File: src/rtl/data_block_buffer.sv
// Valid/ready FIFO of DEPTH data blocks, WIDTH bits each, with occupancy flags,
// a synchronous flush and a sticky overflow error.
module data_block_buffer #(
    parameter int unsigned WIDTH = 128,
    parameter int unsigned DEPTH = 4,
    parameter int unsigned CW    = $clog2(DEPTH + 1)
) (
    input  logic             clk,
    input  logic             rst,
    input  logic             flush,
    input  logic             in_valid,
    output logic             in_ready,
    input  logic [WIDTH-1:0] data_in,
    output logic             out_valid,
    input  logic             out_ready,
    output logic [WIDTH-1:0] data_out,
    output logic [CW-1:0]    count,
    output logic             full,
    output logic             empty,
    output logic             err
);
    localparam int unsigned PW = $clog2(DEPTH);

    logic [WIDTH-1:0] mem_q [DEPTH];
    logic [PW-1:0]    wr_ptr_q;
    logic [PW-1:0]    rd_ptr_q;
    logic [CW-1:0]    count_q;
    logic             err_q;
    logic             push;
    logic             pop;

    assign full      = (count_q == CW'(DEPTH));
    assign empty     = (count_q == '0);
    assign in_ready  = !full;
    assign out_valid = !empty;
    assign push      = in_valid & in_ready;
    assign pop       = out_valid & out_ready;
    // Masked so stale storage left behind by a flush is never visible.
    assign data_out  = out_valid ? mem_q[rd_ptr_q] : '0;
    assign count     = count_q;
    assign err       = err_q;

    always_ff @(posedge clk or posedge rst) begin
        if (rst) begin
            for (int i = 0; i < int'(DEPTH); i++) begin
                mem_q[i] <= '0;
            end
            wr_ptr_q <= '0;
            rd_ptr_q <= '0;
            count_q  <= '0;
            err_q    <= 1'b0;
        end else begin
            if (in_valid && full && !flush) begin
                err_q <= 1'b1;
            end
            if (flush) begin
                wr_ptr_q <= '0;
                rd_ptr_q <= '0;
                count_q  <= '0;
            end else begin
                if (push) begin
                    mem_q[wr_ptr_q] <= data_in;
                    wr_ptr_q        <= wr_ptr_q + PW'(1);
                end
                if (pop) begin
                    rd_ptr_q <= rd_ptr_q + PW'(1);
                end
                if (push && !pop) begin
                    count_q <= count_q + CW'(1);
                end else if (pop && !push) begin
                    count_q <= count_q - CW'(1);
                end
            end
        end
    end
endmodule
File: config.mk
export PLATFORM = sky130hd
export DESIGN_NAME = data_block_buffer
export DESIGN_NICKNAME = d
export VERILOG_FILES = /design/src/rtl/data_block_buffer.sv
export SDC_FILE = /design/constraint.sdc
export NUM_CORES = 1
export LEC_CHECK = 0
export BUFFER_PORTS_ARGS = -buffer_cell sky130_fd_sc_hd__buf_2
export CORE_UTILIZATION = 30
export DETAILED_ROUTE_END_ITERATION = 7
export GPL_TIMING_DRIVEN = 0
export PLACE_DENSITY = 0.44
export REMOVE_ABC_BUFFERS = 1
export SYNTH_ARGS = -nofsm -noshare
export SYNTH_HDL_FRONTEND = slang
export SYNTH_SLANG_ARGS = --single-unit
export TNS_END_PERCENT = 5
File: constraint.sdc
create_clock -name clk -period 15.8 [get_ports clk]
set_input_delay 2.37 -clock clk [delete_from_list [all_inputs] [get_ports clk]]
set_output_delay 2.37 -clock clk [all_outputs]
set_load 0.05 [all_outputs]
==> metrics.md <==
| Metric | Value |
|---|---|
| Status | `completed` |
| Max Fclk | `187.4 MHz` |
| Unique masters post-synth | `33` |
| First-pass GRT wire length | `91,540 um` |
| Async SR Flop Fraction | `100.0%` |
| CP peak stage delay | `690 ps` |
| Worst reg2reg setup slack | `12,840 ps` |
| Die Area | `80,720 um2` |
| Synthesized flop and latch total | `520` |
| Tot Pwr | `0.006200 W` |
| Final worst setup slack | `10,460 ps` |
| TritonCTS clock tree | `yes` |
| Combinational fraction of design power | `42.4%` |
| Worst relative slew slack | `53.00%` |
| DP HPWL | `35,590 um` |
| Vias per std cell | `4.750` |
| Post-CTS Setup Inserts | `0` |
| Fin area | `28,680 um2` |
| Hold buffers post-CTS | `0` |
| Worst slew pin tran | `705.0 ps` |
| Vias in the first global route | `15,050` |
| Initial antenna violation count | `9` |
| DR vias | `13,300` |
| CTS buffer count | `66` |
| Layout area overhead | `20.11%` |
| Crit path to | `data_out[59]` |
| Crit path time final | `5335 ps` |
| Synth area leaders | `dfrtp_1 54%, mux2_2 19%, mux4_2 12%` |
| Worst R2R Start | `count[0]$_DFFE_PP0P_` |
| Post-CTS sizing | `0` |
| Htree depth | `3` |
| Final hold slack | `461.0 ps` |
| Dpl ws | `10,650 ps` |
| Critical path startpoint | `rd_ptr_q[1]$_DFFE_PP0P_` |
| Worst-path clk slew | `60 ps` |
| Reg2Reg Depth | `5` |
| Top_reg_cell synth | `dfrtp_1` |
| Final hold viol count | `0` |
| Post-Synthesis Cells | `1,445` |
| Max_cap viols | `0` |
| CP endpoint kind | `output port` |
| Core Rows | `103` |
| Clock Skew | `30.53 ps` |
| Top cell type's share of synthesized area | `54.50%` |
| Starting Density | `30.27%` |
| WL per Instance | `20.63 um` |
| CP Launch Type | `flop` |
| Largest net degree at the start of global routing | `126` |
| Final setup fails | `0` |
| Power Density | `216.2 nW/um2` |
| Area leader, netlist | `dfrtp_1` |
| CORE AREA | `78,870 um2` |
| CP Cell Sequence | `buf_16 > buf_16 > mux4_2 > and2_1 > buf_2` |
| Clock Root Buffer | `clkbuf_16` |
| RSZ-0062 raised after global routing | `false` |
| Routed Antenna Nets | `0` |
| Iteration-0 DRC Markers | `470` |
| Max VDD drop | `0.1649 mV` |
| Arrival time at the worst endpoint | `2970 ps` |
| Max-slew violation count | `0` |
| Placed cell area | `26,570 um2` |
| Die X | `284.1 um` |
| Crit path kind | `flop to output port` |
| Sequential fraction of the synthesis area | `54.50%` |
| Leak pwr | `12.89 nW` |
| Die Y | `284.1 um` |
| Nets@finish | `1,839` |
| Reg-to-reg endpoint | `mem_q[194]$_DFFE_PP0P_` |
| GR Overflow Total | `0` |
| Post-route DRC | `0` |
| Max clock buf depth | `3` |
| Clk_lat worst skew | `590 ps` |
| Cell internal pwr | `0.003843 W` |
| IO Port Bufs | `268` |
| Share of cells above drive strength 1 | `59.68%` |
| Initial DRT Pass Iterations | `4` |
| Seq pwr share | `34.3%` |
| Synthesized area | `23,880 um2` |
| Worst path required time | `13,430 ps` |
| P_sw | `0.002357 W` |
| Placer congestion estimate | `0.6866` |
| Cell mode on critical path | `buf_16` |
| Final WL | `57,790 um` |
| Syn Area/Cell | `16.52 um2` |
| Clock network power share | `23.2%` |
| Tcrit/Tclk final | `33.77%` |
| Global-route usage over all layers | `14.57%` |
| Slowest-stage cell, CP | `dfrtp_4` |
| Ports | `269` |
| Post-synth EDFFs | `0` |
| Most numerous cell in the Yosys netlist | `dfrtp_1` |
| Sw Ratio | `38.01%` |
| Sink Count | `520` |
| CP Max Fanout | `42` |
| YS warnings | `0` |
| Synth top cells by count | `520 x dfrtp_1, 412 x mux2_2, 128 x and2_1, 128 x mux4_2, 102 x mux2_4` |
| Hold Crit Class | `flop to flop` |
| Fill cells | `7,561` |
| Final Util | `36.36%` |
==> power by group through the flow <==
| stage | Combinational [W] | Sequential, W | Clock (W) |
|---|---|---|---|
| 2_1_floorplan | 0.00207 | 0.00212 | 0 |
| 3_3_place_gp | 0.00269 | 0.00223 | 0 |
| 3_5_place_dp | 0.00268 | 0.00215 | 0 |
| 4_1_cts | 0.00268 | 0.00213 | 0.00151 |
| 5_1_grt | 0.00279 | 0.00220 | 0.00155 |
| 6_report | 0.00263 | 0.00213 | 0.00144 |
==> final cells by class <==
type	instances	area (um2)	share of cell area (%)
timing repair buffer	292	1994	6.954
sequential	520	13020	45.40
antenna	5	12.51	0.04363
multi-input combinational	812	10200	35.56
inverter	9	41.29	0.1440
tap	1050	1314	4.581
clock inverter	17	140.1	0.4886
clock buffer	96	1958	6.828
==> layout by cell type (no fill, tap or decap), drive strengths merged, types with 5 or more instances in the layout <==
cell type / instances
mux4: 128
nor2: 9
nand3: 5
and2: 128
mux2: 514
diode: 5
buf: 292
inv: 9
dfrtp: 520
clkbuf: 96
clkinv: 16
==> how the worst min path moves through the flow <==
stage	from	endpoint	slack (ps)	cells past startpoint
2_1_floorplan	mem_q[256]$_DFFE_PP0P_	mem_q[256]$_DFFE_PP0P_	470	1
3_3_place_gp	err$_DFFE_PP0P_	err$_DFFE_PP0P_	440	1
3_5_place_dp	err$_DFFE_PP0P_	err$_DFFE_PP0P_	450	1
4_1_cts	err$_DFFE_PP0P_	err$_DFFE_PP0P_	460	1
5_1_grt	err$_DFFE_PP0P_	err$_DFFE_PP0P_	500	1
6_report	err$_DFFE_PP0P_	err$_DFFE_PP0P_	460	1
==> layer usage <==
layer / global-route usage (%) / up-vias / routed length (um)
li1: - / 5832 / -
met1: 18.89 / 7142 / 25730
met2: 24.10 / 219 / 28120
met3: 3.379 / 101 / 2524
met4: 4.476 / 10 / 1355
met5: 0 / - / 65
==> registers in the layout, summed over array words and instances (netlist names) <==
signal,flops
err,1
count,3
rd_ptr_q,2
mem_q,512
wr_ptr_q,2
==> per-stage QoR <==
step           std cells   TNS, ps
6_report            2801         0
3_3_place_gp        2659  -3593820
5_1_grt             2799         0
4_1_cts             2796         0
2_1_floorplan       1341   -570270
3_5_place_dp        2683         0
==> worst max-delay path: cells and delay by family (launching register included) <==
kind                   cells  cell delay [ps]
buffers and inverters      3              860
flip-flops                 1              690
multiplexers               1              550
AND/OR/NAND/NOR            1              190
==> logic make-up (layout without fill, tap and decap cells) <==
family / after synthesis / after routing / share of synthesized area [%]
muxes: 643 / 643 / 37.96
other: 0 / 5 / 0
xor gates and xnor gates: 2 / 2 / 0.07337
buffers and inverters: 113 / 414 / 2.971
and+or+nand+nor: 148 / 148 / 3.799
DFF: 520 / 520 / 54.50
adders and majority gates: 5 / 5 / 0.2935
AOI/OAI and AO/OA: 14 / 14 / 0.4087
(Power assumes the default switching activity.)
